--- src/rtl/wb_data_select.sv ---
// Registered write-back data selector: picks a datapath source or built-in constant,
// stages it, and releases it to the register file as a one-cycle write pulse on commit.
module wb_data_select #(
    parameter int DATA_W    = 32,
    parameter int N_SRC     = 6,
    parameter int SEL_W     = 4,
    parameter int VEC_CONST = 227
) (
    input  logic                    clk,
    input  logic                    reset,
    input  logic [N_SRC*DATA_W-1:0] src_bus,
    input  logic [SEL_W-1:0]        sel,
    input  logic                    shl_half,
    input  logic                    cap,
    input  logic                    commit,
    output logic                    hold_valid,
    output logic [DATA_W-1:0]       hold_data,
    output logic                    wr_en,
    output logic [DATA_W-1:0]       wr_data,
    output logic                    err,
    output logic                    dbg_state
);

    typedef enum logic {
        IDLE = 1'b0,
        HOLD = 1'b1
    } state_t;

    localparam logic [DATA_W-1:0] VEC_VAL = DATA_W'(VEC_CONST);
    localparam int                HALF    = DATA_W / 2;

    state_t              state_q;
    logic [DATA_W-1:0]   hold_q;
    logic                wr_en_q;
    logic [DATA_W-1:0]   wr_data_q;
    logic                err_q;

    logic                sel_legal;
    logic [DATA_W-1:0]   sel_value;
    logic [DATA_W-1:0]   cap_value_d;
    logic                commit_ok;

    // Source/constant decode; anything above the vector constant is illegal.
    always_comb begin
        sel_legal = 1'b0;
        sel_value = '0;
        for (int k = 0; k < N_SRC; k++) begin
            if (sel == SEL_W'(k)) begin
                sel_legal = 1'b1;
                sel_value = src_bus[k*DATA_W +: DATA_W];
            end
        end
        if (sel == SEL_W'(N_SRC)) begin
            sel_legal = 1'b1;
            sel_value = '0;
        end else if (sel == SEL_W'(N_SRC + 1)) begin
            sel_legal = 1'b1;
            sel_value = DATA_W'(1);
        end else if (sel == SEL_W'(N_SRC + 2)) begin
            sel_legal = 1'b1;
            sel_value = VEC_VAL;
        end
    end

    always_comb begin
        cap_value_d = shl_half ? (sel_value << HALF) : sel_value;
        commit_ok   = commit && (state_q == HOLD);
    end

    // Write pulse always drains the value held before this edge, so cap+commit
    // in one cycle writes the old value while latching the new one.
    always_ff @(posedge clk) begin
        if (reset) begin
            state_q   <= IDLE;
            hold_q    <= '0;
            wr_en_q   <= 1'b0;
            wr_data_q <= '0;
            err_q     <= 1'b0;
        end else begin
            wr_en_q <= commit_ok;
            if (commit_ok) begin
                wr_data_q <= hold_q;
            end
            if (cap && !sel_legal) begin
                err_q <= 1'b1;
            end
            case (state_q)
                IDLE: begin
                    if (cap && sel_legal) begin
                        hold_q  <= cap_value_d;
                        state_q <= HOLD;
                    end
                end
                HOLD: begin
                    if (cap && sel_legal) begin
                        hold_q <= cap_value_d;
                    end else if (commit) begin
                        state_q <= IDLE;
                    end
                end
                default: state_q <= IDLE;
            endcase
        end
    end

    assign hold_valid = (state_q == HOLD);
    assign hold_data  = hold_q;
    assign wr_en      = wr_en_q;
    assign wr_data    = wr_data_q;
    assign err        = err_q;
    assign dbg_state  = state_q;

endmodule

--- config.mk ---
export PLATFORM = sky130hd
export DESIGN_NAME = wb_data_select
export DESIGN_NICKNAME = d
export VERILOG_FILES = /design/src/rtl/wb_data_select.sv
export SDC_FILE = /design/constraint.sdc
export NUM_CORES = 1
export LEC_CHECK = 0
export ABC_AREA = 1
export CAP_MARGIN = 15
export CORE_MARGIN = 3
export CORE_UTILIZATION = 40
export CTS_CLUSTER_DIAMETER = 50
export DETAILED_ROUTE_END_ITERATION = 12
export PLACE_DENSITY = 0.95
export SLEW_MARGIN = 15
export SYNTH_ARGS = -nofsm -noshare
export SYNTH_HDL_FRONTEND = slang
export SYNTH_SLANG_ARGS = --single-unit
--- constraint.sdc ---
create_clock -name clk -period 4.8 [get_ports clk]
set_input_delay 0.96 -clock clk [delete_from_list [all_inputs] [get_ports clk]]
set_output_delay 0.96 -clock clk [all_outputs]
set_load 0.01 [all_outputs]
### After elaboration in Yosys (flattened, before gate mapping)

Index checks and enable logic that the tools add are counted.

| operators by class | value |
|---|---|
| bitwise operators | 1 |
| reductions and logical operators | 5 |
| multiplexer cells | 24 |
| equality and inequality tests | 8 |

Operator list:

| cell | number |
|---|---|
| 32-bit two-way mux | 11 |
| 4-bit by 3-bit equality test with 1-bit output (second input constant) | 4 |
| 1-bit two-way mux | 12 |
| 4-bit by 2-bit equality test with 1-bit output (second input constant) | 2 |
| 4-bit by 1-bit equality test with 1-bit output (second input constant) | 1 |
| 4-bit equality test (second input constant) | 1 |
| 4-bit zero test | 1 |
| 1-bit logical AND | 3 |
| 1-bit case mux with 2 select lines | 1 |
| 1-bit zero test | 1 |
| 1-bit NOT | 1 |

| storage, ports and cells | value |
|---|---|
| word-level logic and storage cells | 43 |
| input bits | 201 |
| register bits | 67 |

### Logic depth before layout (Yosys ltp)

Gate-level depths: netlist of run 1.

| depth | value |
|---|---|
| word-level depth | 13 |
| depth in mapped cells | 12 |
| depth with buffers taken out | 11 |

### Least setup slack after synthesis of run 1

No wires, ideal clock.

| timing path | value |
|---|---|
| path kind | input-to-reg |
| start point | in sel[3] |
| end point | reg hold_q[13] (netlist: hold_data[13]) |
| setup slack | 2,583 ps |
| data arrival time | 2,084 ps |
| data required time | 4,668 ps |
| stages on the path | 9 |
| path through | buf_2 nor2_4 nand3_1 clkbuf_1 or2_0 nand2_1 nand2_1 nand3_1 a21oi_1 |

| between the ends | value |
|---|---|
| word-level cells in the longest chain between the ends | 12 |
| elaborated cells on any way between the ends | 30 |

RTL lines:

| item | line | RTL |
|---|---|---|
| from (decl) | 12 | `input logic [SEL_W-1:0] sel,` |
| 4-bit zero test | 48 | `if (sel == SEL_W'(k)) begin` |
| 32-bit two-way mux (6 in series) | 48 |  |
| 32-bit two-way mux | 59 | `end else if (sel == SEL_W'(N_SRC + 2)) begin` |
| 32-bit two-way mux | 56 | `end else if (sel == SEL_W'(N_SRC + 1)) begin` |
| 32-bit two-way mux | 53 | `if (sel == SEL_W'(N_SRC)) begin` |
| 32-bit two-way mux | 66 | `cap_value_d = shl_half ? (sel_value << HALF) : sel_value;` |
| 32-bit two-way mux | 89, 95 |  |
| to (signal assigned) | 90 | `hold_q <= cap_value_d;` |
| to (signal assigned) | 96 | `hold_q <= cap_value_d;` |
| to (decl) | 33 | `logic [DATA_W-1:0] hold_q;` |

Parallel ways exist; a longest one is shown, timed or not. The select of a mux whose other input is x is not followed.
A chain may end at the register's enable or synchronous reset.

### Worst setup path after layout of run 1

| timing path | value |
|---|---|
| start point | in sel[3] |
| end point | reg hold_q[26] (netlist: hold_data[26]) |

The elaborated chain is that of the path after synthesis.

==> PnR_summary.wiki, run 1 <==
{| class="wikitable"
! Metric !! Value
|-
| Final Hold Fails || 0
|-
| Die boundary height || 110 um
|-
| Worst Setup Start Kind || primary input
|-
| DIE AREA || 12000 sq um
|-
| Share of cell area taken by muxes after synthesis || 0
|-
| Internal portion of total power || 1.13 mW
|-
| Last weighted congestion value of the routability-driven placer || 0.960
|-
| Fin crit share || 0.697
|-
| Worst Tran Pin Value || 1.05 ns
|-
| Worst clock skew || 0.00776 ns
|-
| Share of the synthesized netlist area taken by xor and xnor gates || 0
|-
| Final min period || 3.35 ns
|-
| Number of antenna diodes || 0
|-
| Clock buffer count from CTS || 9
|-
| Max clock buf depth || 2
|-
| Switching component of the power || 432 uW
|-
| Pins over their slew limit || 0
|-
| Simple-gate portion of the synthesized area || 0.458
|-
| Clock insertion delay at the later pin of the skew report || 0.35 ns
|-
| Count of nets left with antenna violations after detail routing || 0
|-
| Delay-heaviest family, CP || simple AND/OR/NAND/NOR gates
|-
| Most numerous cell on the critical path || nand2_1
|-
| Share of the synthesized area in compound gates (AO/OA/AOI/OAI) || 0.133
|-
| Synth Area per Inst || 5.94 sq um
|-
| Top achievable clock speed || 299 MHz
|-
| Initial Utilization || 0.414
|-
| Maximum fanout along the worst path || 26
|-
| Number of nets in the finished design || 1163
|-
| Post-CTS clock slew at the launch and capture registers of the worst setup and hold paths || 0.08 ns
|-
| Worst path buffer plus inverter count || 2
|-
| Critical path's largest stage delay || 0.61 ns
|-
| Maximum number of pins on one net before global-route repair || 47
|-
| Setup CP Type || primary input to register
|-
| Worst Hold Margin || 0.464 ns
|-
| Result of the run || finished clean
|-
| First drt pass iteration count || 6
|-
| Number of vias in the routed layout || 5782
|-
| Count of instances resized after the clock tree is built || 0
|-
| Worst voltage drop across the vdd grid || 144 uV
|-
| Buffer count from post-CTS setup fixing || 0
|-
| Hold WC Path Type || register to register
|-
| Post-detailed-route DRC marker count || 0
|-
| Yosys warning total || 0
|-
| Number of sinks driven by the clock tree || 67
|-
| Vias per Instance || 5.24
|-
| IO buf count || 268
|-
| Number of global-route vias before repair || 5405
|-
| Cell Chain, Critical Path || clkdlybuf4s50_1 > nor2_4 > nand3_1 > or2_2 > nand2_1 > nand2_1 > nand2_1 > nand3_1 > nand2_1 > inv_1
|-
| Total negative slack || 0 ns
|-
| Number of antenna violations at the first check in global routing || 0
|-
| Share of layout cells above drive strength 1 || 0.0610
|-
| H-tree depth || 3
|-
| Synth Area in Adders || 0
|-
| Worst Path Required || 5.05 ns
|-
| Areal power density over the cells || 217 nW/um^2
|-
| Total standard cell area after synthesis || 4300 sq um
|-
| DRC marker count from the first detailed-route iteration || 451
|-
| Maximum Capacitance Violations || 0
|-
| Max_slew headroom || 0.299
|-
| Sum of overflow across all layers after global routing || 0
|-
| Per-cell routed wire length || 17.0 um
|-
| Cts-stage hold buffer count || 0
|-
| Share of total power consumed by net switching || 0.276
|-
| Most common library cell in the layout ignoring fill and taps || clkdlybuf4s50_1
|-
| Largest family of logic cells by synthesized area || simple AND/OR/NAND/NOR gates
|-
| Layout-stage area growth over the synthesis result || 68.1%
|-
| Mapped Nets || 924
|-
| Sum of routed wire length over all layers || 18.8 mm
|-
| Number of top-level design ports || 269
|-
| Number of synthesized register bits || 67
|-
| Detailed placer's ending HPWL || 14.9 mm
|-
| Commonest cells after routing, fill and taps aside || 268 x clkdlybuf4s50_1, 146 x nor2_1, 145 x nand2_1
|-
| FP Rows || 37
|-
| First-pass GRT wire length || 28.3 mm
|-
| Combinational share of power || 0.278
|-
| End-of-flow core utilization || 0.696
|-
| Sequential area share after synthesis || 0.312
|-
| Die Wd || 110 um
|-
| Core Footprint || 10400 sq um
|-
| Unrepaired setup endpoints after global routing || false
|-
| Minimum setup slack among reg-to-reg paths || 2.97 ns
|-
| Kind of capture point of the worst setup path || register
|-
| Total GRT Usage || 0.309
|-
| Leak || 2.96 nW
|-
| WP data arrival || 3.59 ns
|-
| Share of power burned in the clock network || 0.336
|-
| Unique masters post-synth || 23
|-
| CTS tree || built
|-
| Setup-failing EPs final || 0
|-
| Clock tree root buffer cell || clkbuf_8
|-
| Slowest cell on crit path || nand3_1
|-
| Syn Inst Count || 723
|-
| Register share of total power || 0.385
|}
registers in the layout, indices dropped and copies added, names as in the netlist:
signal	flops
wr_en	1
err	1
hold_data	32
wr_data	32
dbg_state	1
per-stage QoR:
stage	power [mW]	setup WS [ns]	instance area, sq um	instances
finish	1.56	1.45	7220	1103
global route	1.64	1.26	7220	1103
CTS	1.57	1.52	7190	1102
detailed placement	1.04	1.14	6970	1086
global placement	1.04	1.22	6970	1086
floorplan	0.776	2.58	4300	723
power by group through the flow:
stage | Clock [mW] | Sequential, mW | Combinational, mW
floorplan | 0 | 0.622 | 0.155
global placement | 0 | 0.615 | 0.423
detailed placement | 0 | 0.616 | 0.429
CTS | 0.534 | 0.603 | 0.430
global route | 0.559 | 0.606 | 0.472
finish | 0.526 | 0.603 | 0.436
cells by family after synthesis:
family / Yosys count
buffers and inverters: 97
DFF: 67
and+or+nand+nor: 448
AOI/OAI and AO/OA: 111
cell type report:
cell class,instances,area [sq um]
Fill cell,912,3150
Timing Repair Buffer,275,2760
Inverter,50,188
Clock buffer,10,138
Sequential cell,67,1340
Clock inverter,6,88.8
Multi-Input combinational cell,559,2540
Tap cell,136,170
per-layer routing:
layer	up-vias	part of all wire	track usage	wire length, um
li1	2826	-	-	-
met1	2561	0.39	0.389	7340
met2	338	0.47	0.507	8810
met3	57	0.099	0.0752	1850
met4	0	0.040	0.123	755
met5	-	0	0	0
cells in the mapped netlist:
cell,n,area (sq um)
a21oi_1,62,310
buf_2,21,105
buf_4,4,30.0
buf_6,1,11.3
clkbuf_1,21,78.8
clkinv_1,2,7.51
dfxtp_1,67,1340
inv_1,42,158
inv_2,6,22.5
nand2_1,145,544
nand2_2,2,12.5
nand3_1,112,561
nand3_2,1,10.0
nand4_1,15,93.8
nor2_1,146,548
nor2_2,2,12.5
nor2_4,6,67.6
o211ai_1,4,30.0
o211ai_2,1,12.5
o21ai_0,37,185
o21ai_1,7,35.0
or2_0,1,6.26
or2_2,18,113
final timing paths:
| check | start | to | cells past startpoint |
|---|---|---|---|
| worst max-delay path | sel[3] | hold_data[26]$_SDFFE_PP0P_ | 10 |
| worst max register to register | dbg_state$_SDFF_PP0_ | wr_data[23]$_SDFFE_PP0P_ | 5 |
| worst min-delay path | err$_SDFFE_PP0P_ | err$_SDFFE_PP0P_ | 2 |
| worst min register to register | err$_SDFFE_PP0P_ | err$_SDFFE_PP0P_ | 2 |
worst reg2reg max path: stages, from the launching register on:
cell      delay [ns]
dfxtp_1         0.34
nand2_1         0.64
clkinv_1        0.15
buf_4           0.28
o21ai_0         0.24
a21oi_1         0.06
Note: power is estimated with default switching activity, not from simulation.
==> run 2, diff against run 1 <==
- CORE_UTILIZATION: 40 -> 38
- PLACE_DENSITY: 0.95 -> 0.93
- clock period: 4.8 -> 3.29 ns (I/O delays scaled with it)
==> run 2 against run 1 <==
  * Cell count is 1.3% higher
  * Critical endpoint is now hold_data[17]$_SDFFE_PP0P_
  * Critical path type unchanged
  * Clock skew is 0.00081 ns higher
  * Global-route usage is 0.95 points lower
  * First-iteration DRC count is 25% higher
  * Sequential power is 46% higher
==> PnR_summary.wiki, run 2 (same netlist as run 1, synthesis figures left out) <==
{| class="wikitable"
! Metric !! Value
|-
| Result of the run || finished clean
|-
| Hold WC Path Type || register to register
|-
| Number of global-route vias before repair || 5717
|-
| Total negative slack || 0 ns
|-
| Final Non-Filler Cells || 1117
|-
| Die Wd || 112 um
|-
| First-pass GRT wire length || 30.1 mm
|-
| Storage cell area || 1340 sq um
|-
| Cell Chain, Critical Path || clkdlybuf4s50_1 > nor2_4 > nand3_1 > or2_2 > nand2_1 > nand2_1 > nand2_1 > nand3_1 > nand2_1 > inv_1
|-
| Delay-heaviest family, CP || simple AND/OR/NAND/NOR gates
|-
| Leak || 3.06 nW
|-
| Most numerous cell on the critical path || nand2_1
|-
| Setup-failing EPs final || 0
|-
| Clock tree root buffer cell || clkbuf_16
|-
| DIE AREA || 12600 sq um
|-
| Final non-filler cell area || 7380 sq um
|-
| Post-Place Worst Slack || 0.198 ns
|-
| Clock insertion delay at the later pin of the skew report || 0.33 ns
|-
| Worst Setup Start Kind || primary input
|-
| Count of nets left with antenna violations after detail routing || 0
|-
| Detailed placer's ending HPWL || 15.5 mm
|-
| Worst Tran Pin Value || 0.693 ns
|-
| Final Hold Fails || 0
|-
| Total instance count after detailed placement || 1101
|-
| Max_slew headroom || 0.537
|-
| Layout-stage area growth over the synthesis result || 71.8%
|-
| Pins over their slew limit || 0
|-
| Post-CTS clock slew at the launch and capture registers of the worst setup and hold paths || 0.06 ns
|-
| Maximum number of pins on one net before global-route repair || 43
|-
| End point of the worst hold path || err$_SDFFE_PP0P_
|-
| Core Footprint || 10900 sq um
|-
| Worst Hold Margin || 0.462 ns
|-
| Initial Utilization || 0.393
|-
| End-of-flow core utilization || 0.675
|-
| WP data arrival || 3.02 ns
|-
| Total GRT Usage || 0.299
|-
| Area taken by multi-input logic gates || 2540 sq um
|-
| Cell area reported after detailed placement || 7060 sq um
|-
| Commonest cells after routing, fill and taps aside || 268 x clkdlybuf4s50_1, 146 x nor2_1, 145 x nand2_1
|-
| Share of layout cells above drive strength 1 || 0.0706
|-
| Number of vias in the routed layout || 5877
|-
| Number of top-level design ports || 269
|-
| Startpoint of the most critical register-to-register path || dbg_state$_SDFF_PP0_
|-
| Number of sinks driven by the clock tree || 67
|-
| Fin crit share || 0.851
|-
| Cts-stage hold buffer count || 0
|-
| Unrepaired setup endpoints after global routing || false
|-
| Most common library cell in the layout ignoring fill and taps || clkdlybuf4s50_1
|-
| Setup slack of the critical path after layout || 0.489 ns
|-
| Sum of routed wire length over all layers || 19.5 mm
|-
| Reg2reg path depth || 5
|-
| Number of antenna diodes || 0
|-
| Last weighted congestion value of the routability-driven placer || 0.955
|-
| Total power consumption of the routed design || 2.57 mW
|-
| Number of nets in the finished design || 1173
|-
| R2R Path End || wr_data[23]$_SDFFE_PP0P_
|-
| Final min period || 2.80 ns
|-
| Hold Path Origin || err$_SDFFE_PP0P_
|-
| H-tree depth || 3
|-
| Post-detailed-route DRC marker count || 0
|-
| Maximum fanout along the worst path || 17
|-
| IO buf count || 268
|-
| Clock buffer count from CTS || 9
|-
| Filler instances || 937
|-
| Count of instances resized after the clock tree is built || 0
|-
| Worst voltage drop across the vdd grid || 407 uV
|-
| FP Rows || 38
|-
| CTS tree || built
|-
| Kind of capture point of the worst setup path || register
|-
| Vias per Instance || 5.26
|-
| Worst path buffer plus inverter count || 2
|-
| Top achievable clock speed || 357 MHz
|-
| First drt pass iteration count || 6
|-
| Setup CP Type || primary input to register
|-
| Sum of overflow across all layers after global routing || 0
|-
| Slowest cell on crit path || clkdlybuf4s50_1
|-
| Minimum setup slack among reg-to-reg paths || 1.73 ns
|-
| Buffer count from post-CTS setup fixing || 0
|-
| Die boundary height || 112 um
|-
| DRC marker count from the first detailed-route iteration || 566
|-
| Per-cell routed wire length || 17.5 um
|-
| Areal power density over the cells || 348 nW/um^2
|-
| Maximum Capacitance Violations || 0
|-
| Critical path's largest stage delay || 0.61 ns
|-
| Number of antenna violations at the first check in global routing || 0
|-
| Worst Path Required || 3.51 ns
|-
| Worst clock skew || 0.00857 ns
|-
| Worst Hold Depth || 2
|-
| Max clock buf depth || 2
|}
==> run 2: cell count changes in the layout (fill, tap and decap cells not counted), sizes merged <==
cell,delta
buf,+10
clkinvlp,-2
clkinv,+2
inv,+1
clkbuf,-1
==> run 2: worst max path at each step <==
stage / endpoint / slack, ns / cells after the start / from
after global placement: hold_data[22]$_SDFFE_PP0P_ / 0.29 / 10 / sel[3]
after global routing: hold_data[17]$_SDFFE_PP0P_ / 0.32 / 10 / sel[3]
after detailed placement: hold_data[17]$_SDFFE_PP0P_ / 0.20 / 10 / sel[3]
after CTS: hold_data[17]$_SDFFE_PP0P_ / 0.53 / 10 / sel[3]
after floorplan: hold_data[13]$_SDFFE_PP0P_ / 1.38 / 9 / sel[3]
final: hold_data[17]$_SDFFE_PP0P_ / 0.49 / 10 / sel[3]
==> run 2: area by class of cell <==
| type | count | area share |
|---|---|---|
| Timing Repair Buffer | 285 | 0.381 |
| Sequential cell | 67 | 0.182 |
| Clock buffer | 9 | 0.0305 |
| Clock inverter | 7 | 0.0136 |
| Inverter | 50 | 0.0254 |
| Tap cell | 140 | 0.0237 |
| Multi-Input combinational cell | 559 | 0.344 |
==> run 2: report_power, final <==
group / switching (mW) / internal (mW)
Combinational: 0.286 / 0.360
Clock: 0.372 / 0.668
Sequential: 0.0292 / 0.851
Total: 0.687 / 1.88
==> run 2: worst register-to-register path: stages, from the launching register on <==
cell and delay, ns:
dfxtp_1 0.33, nand2_1 0.09, clkinv_1 0.40, buf_4 0.38
o21ai_0 0.19, a21oi_1 0.05
==> run 2: layer usage <==
metal,up-vias,global-route usage,share of wire
li1,2842,-,-
met5,-,0,0
met1,2659,0.363,0.38
met3,57,0.0577,0.084
met4,0,0.120,0.043
met2,319,0.520,0.49
